===== src/rtl/rle_scan_scheduler.sv =====
// Round-robin frame scheduler in front of a shared run-length encoder.
// One source owns the encoder for a whole frame; tokens leave through one valid/ready register.
module rle_scan_scheduler #(
    parameter int N_REQ  = 4,
    parameter int CODE_W = 4,
    parameter int RUN_W  = 4,
    localparam int SRC_W = (N_REQ > 1) ? $clog2(N_REQ) : 1
) (
    input  logic                    clk,
    input  logic                    reset,
    input  logic [N_REQ-1:0]        req_valid,
    input  logic [N_REQ*CODE_W-1:0] req_code,
    input  logic [N_REQ-1:0]        req_last,
    output logic [N_REQ-1:0]        req_ready,
    output logic                    out_valid,
    input  logic                    out_ready,
    output logic [CODE_W-1:0]       out_code,
    output logic [RUN_W-1:0]        out_run,
    output logic [SRC_W-1:0]        out_src,
    output logic                    out_last,
    output logic                    busy
);
    localparam logic [RUN_W-1:0] RMAX = {RUN_W{1'b1}};

    typedef enum logic [1:0] {
        IDLE  = 2'd0,
        RUN   = 2'd1,
        FLUSH = 2'd2
    } state_t;

    state_t state_reg, state_next;

    logic [SRC_W-1:0]  gnt_reg, last_grant_reg;
    logic [CODE_W-1:0] acc_code_reg, acc_code_next;
    logic [RUN_W-1:0]  acc_run_reg, acc_run_next;
    logic              out_valid_reg, out_valid_next;
    logic [CODE_W-1:0] out_code_reg, out_code_next;
    logic [RUN_W-1:0]  out_run_reg, out_run_next;
    logic [SRC_W-1:0]  out_src_reg, out_src_next;
    logic              out_last_reg, out_last_next;

    logic [CODE_W-1:0] code_arr [N_REQ];
    logic [N_REQ-1:0]  gnt_onehot;
    logic [CODE_W-1:0] cur_code;
    logic              cur_valid, cur_last;

    logic              out_free;
    logic              run_ready, grant_load, flush_load;
    logic              beat_accept, extend;

    // Per-source slicing and the grant decode that gates ready.
    generate
        for (genvar gi = 0; gi < N_REQ; gi++) begin : g_src
            assign code_arr[gi]   = req_code[gi*CODE_W +: CODE_W];
            assign gnt_onehot[gi] = (gnt_reg == SRC_W'(gi));
            assign req_ready[gi]  = run_ready & gnt_onehot[gi];
        end
    endgenerate

    assign cur_valid = |(req_valid & gnt_onehot);
    assign cur_last  = |(req_last & gnt_onehot);

    always_comb begin
        cur_code = '0;
        for (int i = 0; i < N_REQ; i++) begin
            if (gnt_onehot[i]) begin
                cur_code = code_arr[i];
            end
        end
    end

    // Round-robin search: rotate the doubled request vector so bit 0 is last_grant+1.
    logic [2*N_REQ-1:0] dbl_valid;
    logic [N_REQ-1:0]   rot_valid;
    logic [SRC_W:0]     start_pos, rot_idx, arb_sum;
    logic               arb_found;
    logic [SRC_W-1:0]   arb_idx;

    assign dbl_valid = {req_valid, req_valid};
    assign start_pos = {1'b0, last_grant_reg} + (SRC_W+1)'(1);
    assign rot_valid = dbl_valid[start_pos +: N_REQ];

    always_comb begin
        rot_idx = '0;
        for (int j = N_REQ - 1; j >= 0; j--) begin
            if (rot_valid[j]) begin
                rot_idx = (SRC_W+1)'(j);
            end
        end
        arb_found = |rot_valid;
        arb_sum   = start_pos + rot_idx;
        if (arb_sum >= (SRC_W+1)'(N_REQ)) begin
            arb_sum = arb_sum - (SRC_W+1)'(N_REQ);
        end
        arb_idx = arb_sum[SRC_W-1:0];
    end

    assign out_free = !out_valid_reg || out_ready;

    // FSM: state register
    always_ff @(posedge clk or posedge reset) begin
        if (reset) begin
            state_reg <= IDLE;
        end else begin
            state_reg <= state_next;
        end
    end

    // FSM: next state
    always_comb begin
        state_next = state_reg;
        case (state_reg)
            IDLE:    if (arb_found) state_next = RUN;
            RUN:     if (beat_accept && cur_last) state_next = FLUSH;
            FLUSH:   if (out_free) state_next = IDLE;
            default: state_next = IDLE;
        endcase
    end

    // FSM: outputs and strobes
    always_comb begin
        run_ready  = 1'b0;
        grant_load = 1'b0;
        flush_load = 1'b0;
        case (state_reg)
            IDLE:    grant_load = arb_found;
            RUN:     run_ready  = out_free;
            FLUSH:   flush_load = out_free;
            default: ;
        endcase
    end

    assign beat_accept = run_ready & cur_valid;
    assign extend      = (cur_code == acc_code_reg) && (acc_run_reg != RMAX);
    assign busy        = (state_reg != IDLE);

    // Pointer starts at the top index so source 0 wins the first search.
    always_ff @(posedge clk or posedge reset) begin
        if (reset) begin
            gnt_reg        <= '0;
            last_grant_reg <= SRC_W'(N_REQ - 1);
        end else if (grant_load) begin
            gnt_reg        <= arb_idx;
            last_grant_reg <= arb_idx;
        end
    end

    always_comb begin
        acc_code_next  = acc_code_reg;
        acc_run_next   = acc_run_reg;
        out_valid_next = out_valid_reg;
        out_code_next  = out_code_reg;
        out_run_next   = out_run_reg;
        out_src_next   = out_src_reg;
        out_last_next  = out_last_reg;

        if (out_valid_reg && out_ready) begin
            out_valid_next = 1'b0;
        end

        if (beat_accept) begin
            if (acc_run_reg == '0) begin
                acc_code_next = cur_code;
                acc_run_next  = RUN_W'(1);
            end else if (extend) begin
                acc_run_next = acc_run_reg + RUN_W'(1);
            end else begin
                // Differing or saturating beat: ship the old run, restart with this code.
                out_valid_next = 1'b1;
                out_code_next  = acc_code_reg;
                out_run_next   = acc_run_reg;
                out_src_next   = gnt_reg;
                out_last_next  = 1'b0;
                acc_code_next  = cur_code;
                acc_run_next   = RUN_W'(1);
            end
        end

        if (flush_load) begin
            out_valid_next = 1'b1;
            out_code_next  = acc_code_reg;
            out_run_next   = acc_run_reg;
            out_src_next   = gnt_reg;
            out_last_next  = 1'b1;
            acc_code_next  = '0;
            acc_run_next   = '0;
        end
    end

    always_ff @(posedge clk or posedge reset) begin
        if (reset) begin
            acc_code_reg  <= '0;
            acc_run_reg   <= '0;
            out_valid_reg <= 1'b0;
            out_code_reg  <= '0;
            out_run_reg   <= '0;
            out_src_reg   <= '0;
            out_last_reg  <= 1'b0;
        end else begin
            acc_code_reg  <= acc_code_next;
            acc_run_reg   <= acc_run_next;
            out_valid_reg <= out_valid_next;
            out_code_reg  <= out_code_next;
            out_run_reg   <= out_run_next;
            out_src_reg   <= out_src_next;
            out_last_reg  <= out_last_next;
        end
    end

    assign out_valid = out_valid_reg;
    assign out_code  = out_code_reg;
    assign out_run   = out_run_reg;
    assign out_src   = out_src_reg;
    assign out_last  = out_last_reg;

endmodule


===== config.mk =====
export PLATFORM = sky130hd
export DESIGN_NAME = rle_scan_scheduler
export DESIGN_NICKNAME = d
export VERILOG_FILES = /design/src/rtl/rle_scan_scheduler.sv
export SDC_FILE = /design/constraint.sdc
export NUM_CORES = 1
export LEC_CHECK = 0
export CAP_MARGIN = 10
export CORE_MARGIN = 3
export CORE_UTILIZATION = 49
export CTS_CLUSTER_DIAMETER = 50
export DETAILED_ROUTE_END_ITERATION = 8
export GPL_ROUTABILITY_DRIVEN = 0
export PLACE_DENSITY = 0.82
export SYNTH_ARGS = -nofsm -noshare
export SYNTH_HDL_FRONTEND = slang
export SYNTH_SLANG_ARGS = --single-unit

===== constraint.sdc =====
create_clock -name clk -period 2.8 [get_ports clk]
set_input_delay 0.56 -clock clk [delete_from_list [all_inputs] [get_ports clk]]
set_output_delay 0.56 -clock clk [all_outputs]
set_load 0.02 [all_outputs]

# --- Word-level counts from Yosys, hierarchy flattened ---
# Cells that the tools add are included.
# Widths: inputs -> output; s select.
word_totals:
  ff_bits: 26
  inputBits: 27
  output_inout_bits: 17
op_classes:
  n_addsub: 4
  magnitude_cmp: 1
  n_eq_ne: 13
  n_shift: 1
  muxes: 45
  n_bitwise: 7
  n_reduce_logical: 16
op_table:
  columns: ["cell", "n"]
  rows:
  - ["$mux 4", 20]
  - ["$mux 2", 9]
  - ["$mux 1", 12]
  - ["$reduce_or 4->1", 3]
  - ["$ne 2x2->1 const B", 5]
  - ["$mux 3", 3]
  - ["$and 4x4->4", 2]
  - ["$shiftx 8x4->4", 1]
  - ["$eq 2x2->1 const B", 3]
  - ["$pmux 2 s3", 1]
  - ["$reduce_and 3->1", 2]
  - ["$and 1x1->1", 5]
  - ["$add 4x1->4 const B", 1]
  - ["$eq 2x1->1 const B", 2]
  - ["$eq 4x4->1", 1]
  - ["$logic_not 2->1", 2]
  - ["$logic_not 4->1", 1]
  - ["$ne 4x4->1 const B", 1]
  - ["$reduce_bool 2->1", 2]
  - ["$add 2x1->3 const B", 1]
  - ["$add 3x3->3", 1]
  - ["$ge 3x3->1 const B", 1]
  - ["$logic_and 1x1->1", 3]
  - ["$ne 3x2->1 const B", 1]
  - ["4 further kinds", 4]

# --- Logic depth before layout (Yosys ltp) ---
logic_depth:
  word_depth: 11
  depth_mapped: 10

# --- Least setup slack after synthesis ---
# No wires, ideal clock.
synth_path:
  kind: "input to register"
  from: "in req_code[6]"
  to: "reg acc_code_reg[0]"
  setup_time_ps: 122
  arrival_ps: 2049
  setup_slack_ps: 630
  cell_stages: 6
  cell_sequence: "mux4_1 -> xnor2_1 -> nand3_2 -> or2_0 -> buf_2 -> a32o_1"
synth_between:
  elab_chain_len: 7
synth_rtl:
  columns: ["element", "line", "source"]
  rows:
  - ["start, declared", "12", "input logic [N_REQ*CODE_W-1:0] req_code,"]
  - ["$mux 4 (3 in series)", "66", "if (gnt_onehot[i]) begin"]
  - ["$eq 4x4->1", "134", "assign extend = (cur_code == acc_code_reg) && (acc_run_reg != RMAX);"]
  - ["$logic_and 1x1->1", "134", null]
  - ["$ne 3x2->1 (no line)", null, null]
  - ["$reduce_and 2->1 (no line)", null, null]
  - ["end signal, assigned", "200", "acc_code_reg <= acc_code_next;"]
  - ["end, declared", "34", "logic [CODE_W-1:0] acc_code_reg, acc_code_next;"]
# No other way between the ends.
# A chain may end at the register's enable or synchronous reset.

# --- Worst setup path after layout ---
layout_path:
  from: "in out_ready"
  to: "out req_ready[3]"
layout_between:
  elab_chain_len: 3
layout_rtl:
  columns: ["element", "line", "source"]
  rows:
  - ["start, declared", "16", "input logic out_ready,"]
  - ["$logic_or 1x1->1", "98", "assign out_free = !out_valid_reg || out_ready;"]
  - ["$mux 1", "125", "case (state_reg)"]
  - ["$and 1x1->1", "56", "assign req_ready[gi] = run_ready & gnt_onehot[gi];"]
  - ["end, declared", "14", "output logic [N_REQ-1:0] req_ready,"]
# No other way between the ends.

==> results.yml <==
outcome:
  status: "finished, final reports clean"
power:
  ir_worst_vdd_v: 0.000500
  clkPwrFrac_pct: 10.1
  power.density_nw_per_um2: 1140
  p_seq_share_pct: 27.7
  power.switching_uw: 1170
  p_int_uw: 1450
  swShare_pct: 44.8
  p_leak_uw: 0.000984
  pwr-share-comb_pct: 62.3
worst_hold_path:
  hold_start: "state_reg[1]$_DFFE_PP0P_"
  whs_path_depth: 1
  hp-class: "reg -> reg"
  holdPathEnd: "state_reg[0]$_DFFE_PP0P_"
floorplan:
  core_region_area_um2: 3390
  dieArea_um2: 4320
  ios: 44
  initial_core_util_pct: 51.6
  num_rows: 21
  dieWidth_um: 65.7
  die_y_um: 65.7
route:
  wl_per_cell_um: 14.7
  vias: 1637
  routed_via_density: 5.95
  first_pass_iters: 4
  routed_wl_mm: 4.05
  ant_nets: 0
  drt_iter0_markers: 108
  route.detailed.drc: 0
timing:
  fin_skew_ns: 0.0164
  tightest_slew_ns: 0.679
  period_share_pct: 96.7
  fin_crit_ns: 2.71
  fmax_mhz: 369
  finalSetupViolCount: 0
  hold_violations: 0
  slew_headroom_pct: 54.7
  fin_hold_ws_ns: 0.492
  report.final.slew_viol_count: 0
finish:
  final_util_pct: 68.0
  antennaDiodeCount: 0
  nets: 260
  drive_gt1_share_pct: 10.0
  area_growth_pct: 31.9
  fin_area_um2: 2310
grt:
  grt_usage_pct: 21.1
  grt_overflow: 0
  antenna_found_initial: 0
  grt_pass1_wl_mm: 7.11
  grt_start_max_net_pins: 27
  grt_pass1_vias: 1597
setup_path:
  path_delay_family: "buffers and inverters"
  cp.arrival_ns: 2.15
  ff2ff_setup_slack_ns: 0.55
  start_kind: "input port"
  r2r_end: "gnt_reg[1]$_DFFE_PP0P_"
  crit_type: "in -> out"
  crit_start: "out_ready"
  cp.required_ns: 2.24
  crit_slowest_cell: "clkdlybuf4s50_1"
  path_cells: "clkdlybuf4s50_1 > nand2b_1 > and2_1 > and3_1 > clkdlybuf4s50_1"
  critPathBufInv: 2
  reg2reg_from: "last_grant_reg[0]$_DFFE_PP1P_"
  r2r_cells: 8
  crit_path_max_fanout: 4
  critPathMaxStageDelay_ns: 0.60
  crit_path_frequent_cell: "clkdlybuf4s50_1"
  endpoint_kind: "output pin"
synth:
  syn_area_per_cell_um2: 9.35
  synth_area_um2: 1750
  syn_inst: 187
  ys_top_cells_by_area: "dfrtp_1 34%, mux4_1 4.5%, o211ai_1 4.3%, nor3b_1 3.9%, mux4_2 3.9%"
  synth_edf_count: 0
  ys_seq_area_share_pct: 37.4
  ys_types: 43
  syn_nets: 217
  yosysWarnings: 0
  synth.top_cell.area_share_pct: 34.4
  yosysTopAreaCell: "dfrtp_1"
  synth-async-reset-ratio_pct: 100
  synthFlopType: "dfrtp_1"
  ys_ff_latch: 26
clock_network:
  clockBufferDepth: 2
  ctsHtreeMaxLevel: 1
  cts_num_sinks: 26
  cts-root-buf: "clkbuf_4"
  cts_tree: "done"
  insertion_delay_ns: 0.34
  path_clk_slew_ns: 0.14
  numCtsBuffers: 3
run:
  maxCapViolCount: 0
placement:
  placed_cell_area_um2: 2250
  portBuffers: 43
  dp_hpwl_mm: 3.03
cells in the final DEF, fill, tap and decap left out, types with 2 or more instances in the layout:
cell type | synthesis | final
nand3_1 | 13 | 13
nand2b_1 | 5 | 5
mux2i_1 | 3 | 3
o21ai_0 | 7 | 7
nor2_1 | 12 | 12
o21a_1 | 3 | 3
o22ai_1 | 2 | 2
o211ai_1 | 10 | 10
buf_4 | 0 | 10
a21oi_1 | 12 | 12
clkdlybuf4s50_1 | 0 | 40
xnor2_1 | 7 | 7
inv_1 | 5 | 5
ha_1 | 3 | 3
a32o_1 | 4 | 4
nor2b_1 | 2 | 2
dfstp_2 | 2 | 2
o311ai_0 | 2 | 2
mux4_1 | 3 | 3
nor3b_1 | 9 | 9
mux4_2 | 3 | 3
nor4_1 | 2 | 2
nor3_1 | 2 | 2
clkbuf_4 | 0 | 3
and3_1 | 3 | 3
nand2_1 | 10 | 10
and2_1 | 2 | 2
dfrtp_1 | 24 | 24
nand4_1 | 9 | 9
dlymetal6s2s_1 | 0 | 3
worst max path at each step:
stage	cells past startpoint	slack [ns]	end
after floorplan	6	0.63	acc_code_reg[0]$_DFFE_PP0P_
after global placement	5	0.02	req_ready[0]
after detailed placement	9	0.04	gnt_reg[1]$_DFFE_PP0P_
after CTS	5	0.02	req_ready[0]
after global routing	5	-0.01	req_ready[3]
final	5	0.09	req_ready[3]
power by group through the flow:
stage          Clock (uW)  Combinational [uW]  Sequential, uW
2_1_floorplan           0                1100             728
3_3_place_gp            0                1600             727
4_1_cts               273                1640             728
6_report              265                1630             726
5_1_grt               288                1820             756
3_5_place_dp            0                1630             737
what timing repair did:
item / 4_1_cts / 5_1_grt
hold buffers: 0 / 0
buffers inserted: 0 / 0
setup endpoints to repair: 0 / 3
gates resized for setup: 0 / 3
worst reg2reg max path, stage by stage (launching register included):
cell and delay [ns]:
dfstp_2 0.65, nor2_1 0.07, a221oi_1 0.36, a31oi_1 0.09, a211oi_1 0.26, ha_1 0.22
xnor2_1 0.15, xnor2_1 0.09, mux2_2 0.26
kinds of logic (layout without fill, tap and decap cells):
| family | after synthesis | count (layout) | share of synthesized area [%] |
|---|---|---|---|
| AND/OR/NAND/NOR | 75 | 75 | 23.8 |
| AO/OA/AOI/OAI | 46 | 46 | 17.7 |
| flip-flops | 26 | 26 | 37.4 |
| buffers and inverters | 20 | 62 | 4.80 |
| multiplexers | 10 | 10 | 10.7 |
| XOR/XNOR | 7 | 7 | 3.51 |
| adder cells (fa/ha/maj) | 3 | 3 | 2.15 |
metal layers:
metal | routed length (um) | global-route usage (%)
met1 | 1810 | 28.0
met3 | 208 | 3.08
met2 | 2000 | 36.0
met4 | 40 | 4.66
met5 | 0 | 0
cells in the mapped netlist, drive strengths merged (5+ instances only):
master,n
nor3b,9
inv,5
nand3,14
mux4,6
nor2,12
o211ai,10
nand2,10
clkbuf,11
nand2b,5
xnor2,7
dfrtp,24
a21oi,12
nand4,9
o21ai,7
cell type report:
class	instances	area, um2
fillers	273	1080
multi-input cells	141	1010
flip-flops and latches	26	653
repair buffers	53	513
well taps	46	57.6
clock inverters	1	30.0
clock buffers	3	22.5
inverters	5	18.8
per-stage QoR:
stage	worst slack, ns	TNS, ns	power [uW]	instances
5_1_grt	-0.00991	-0.00991	2860	275
3_3_place_gp	0.0244	0	2320	271
3_5_place_dp	0.0361	0	2370	271
2_1_floorplan	0.630	0	1830	187
6_report	0.0919	0	2620	275
4_1_cts	0.0201	0	2640	275
(Power assumes the default switching activity.)
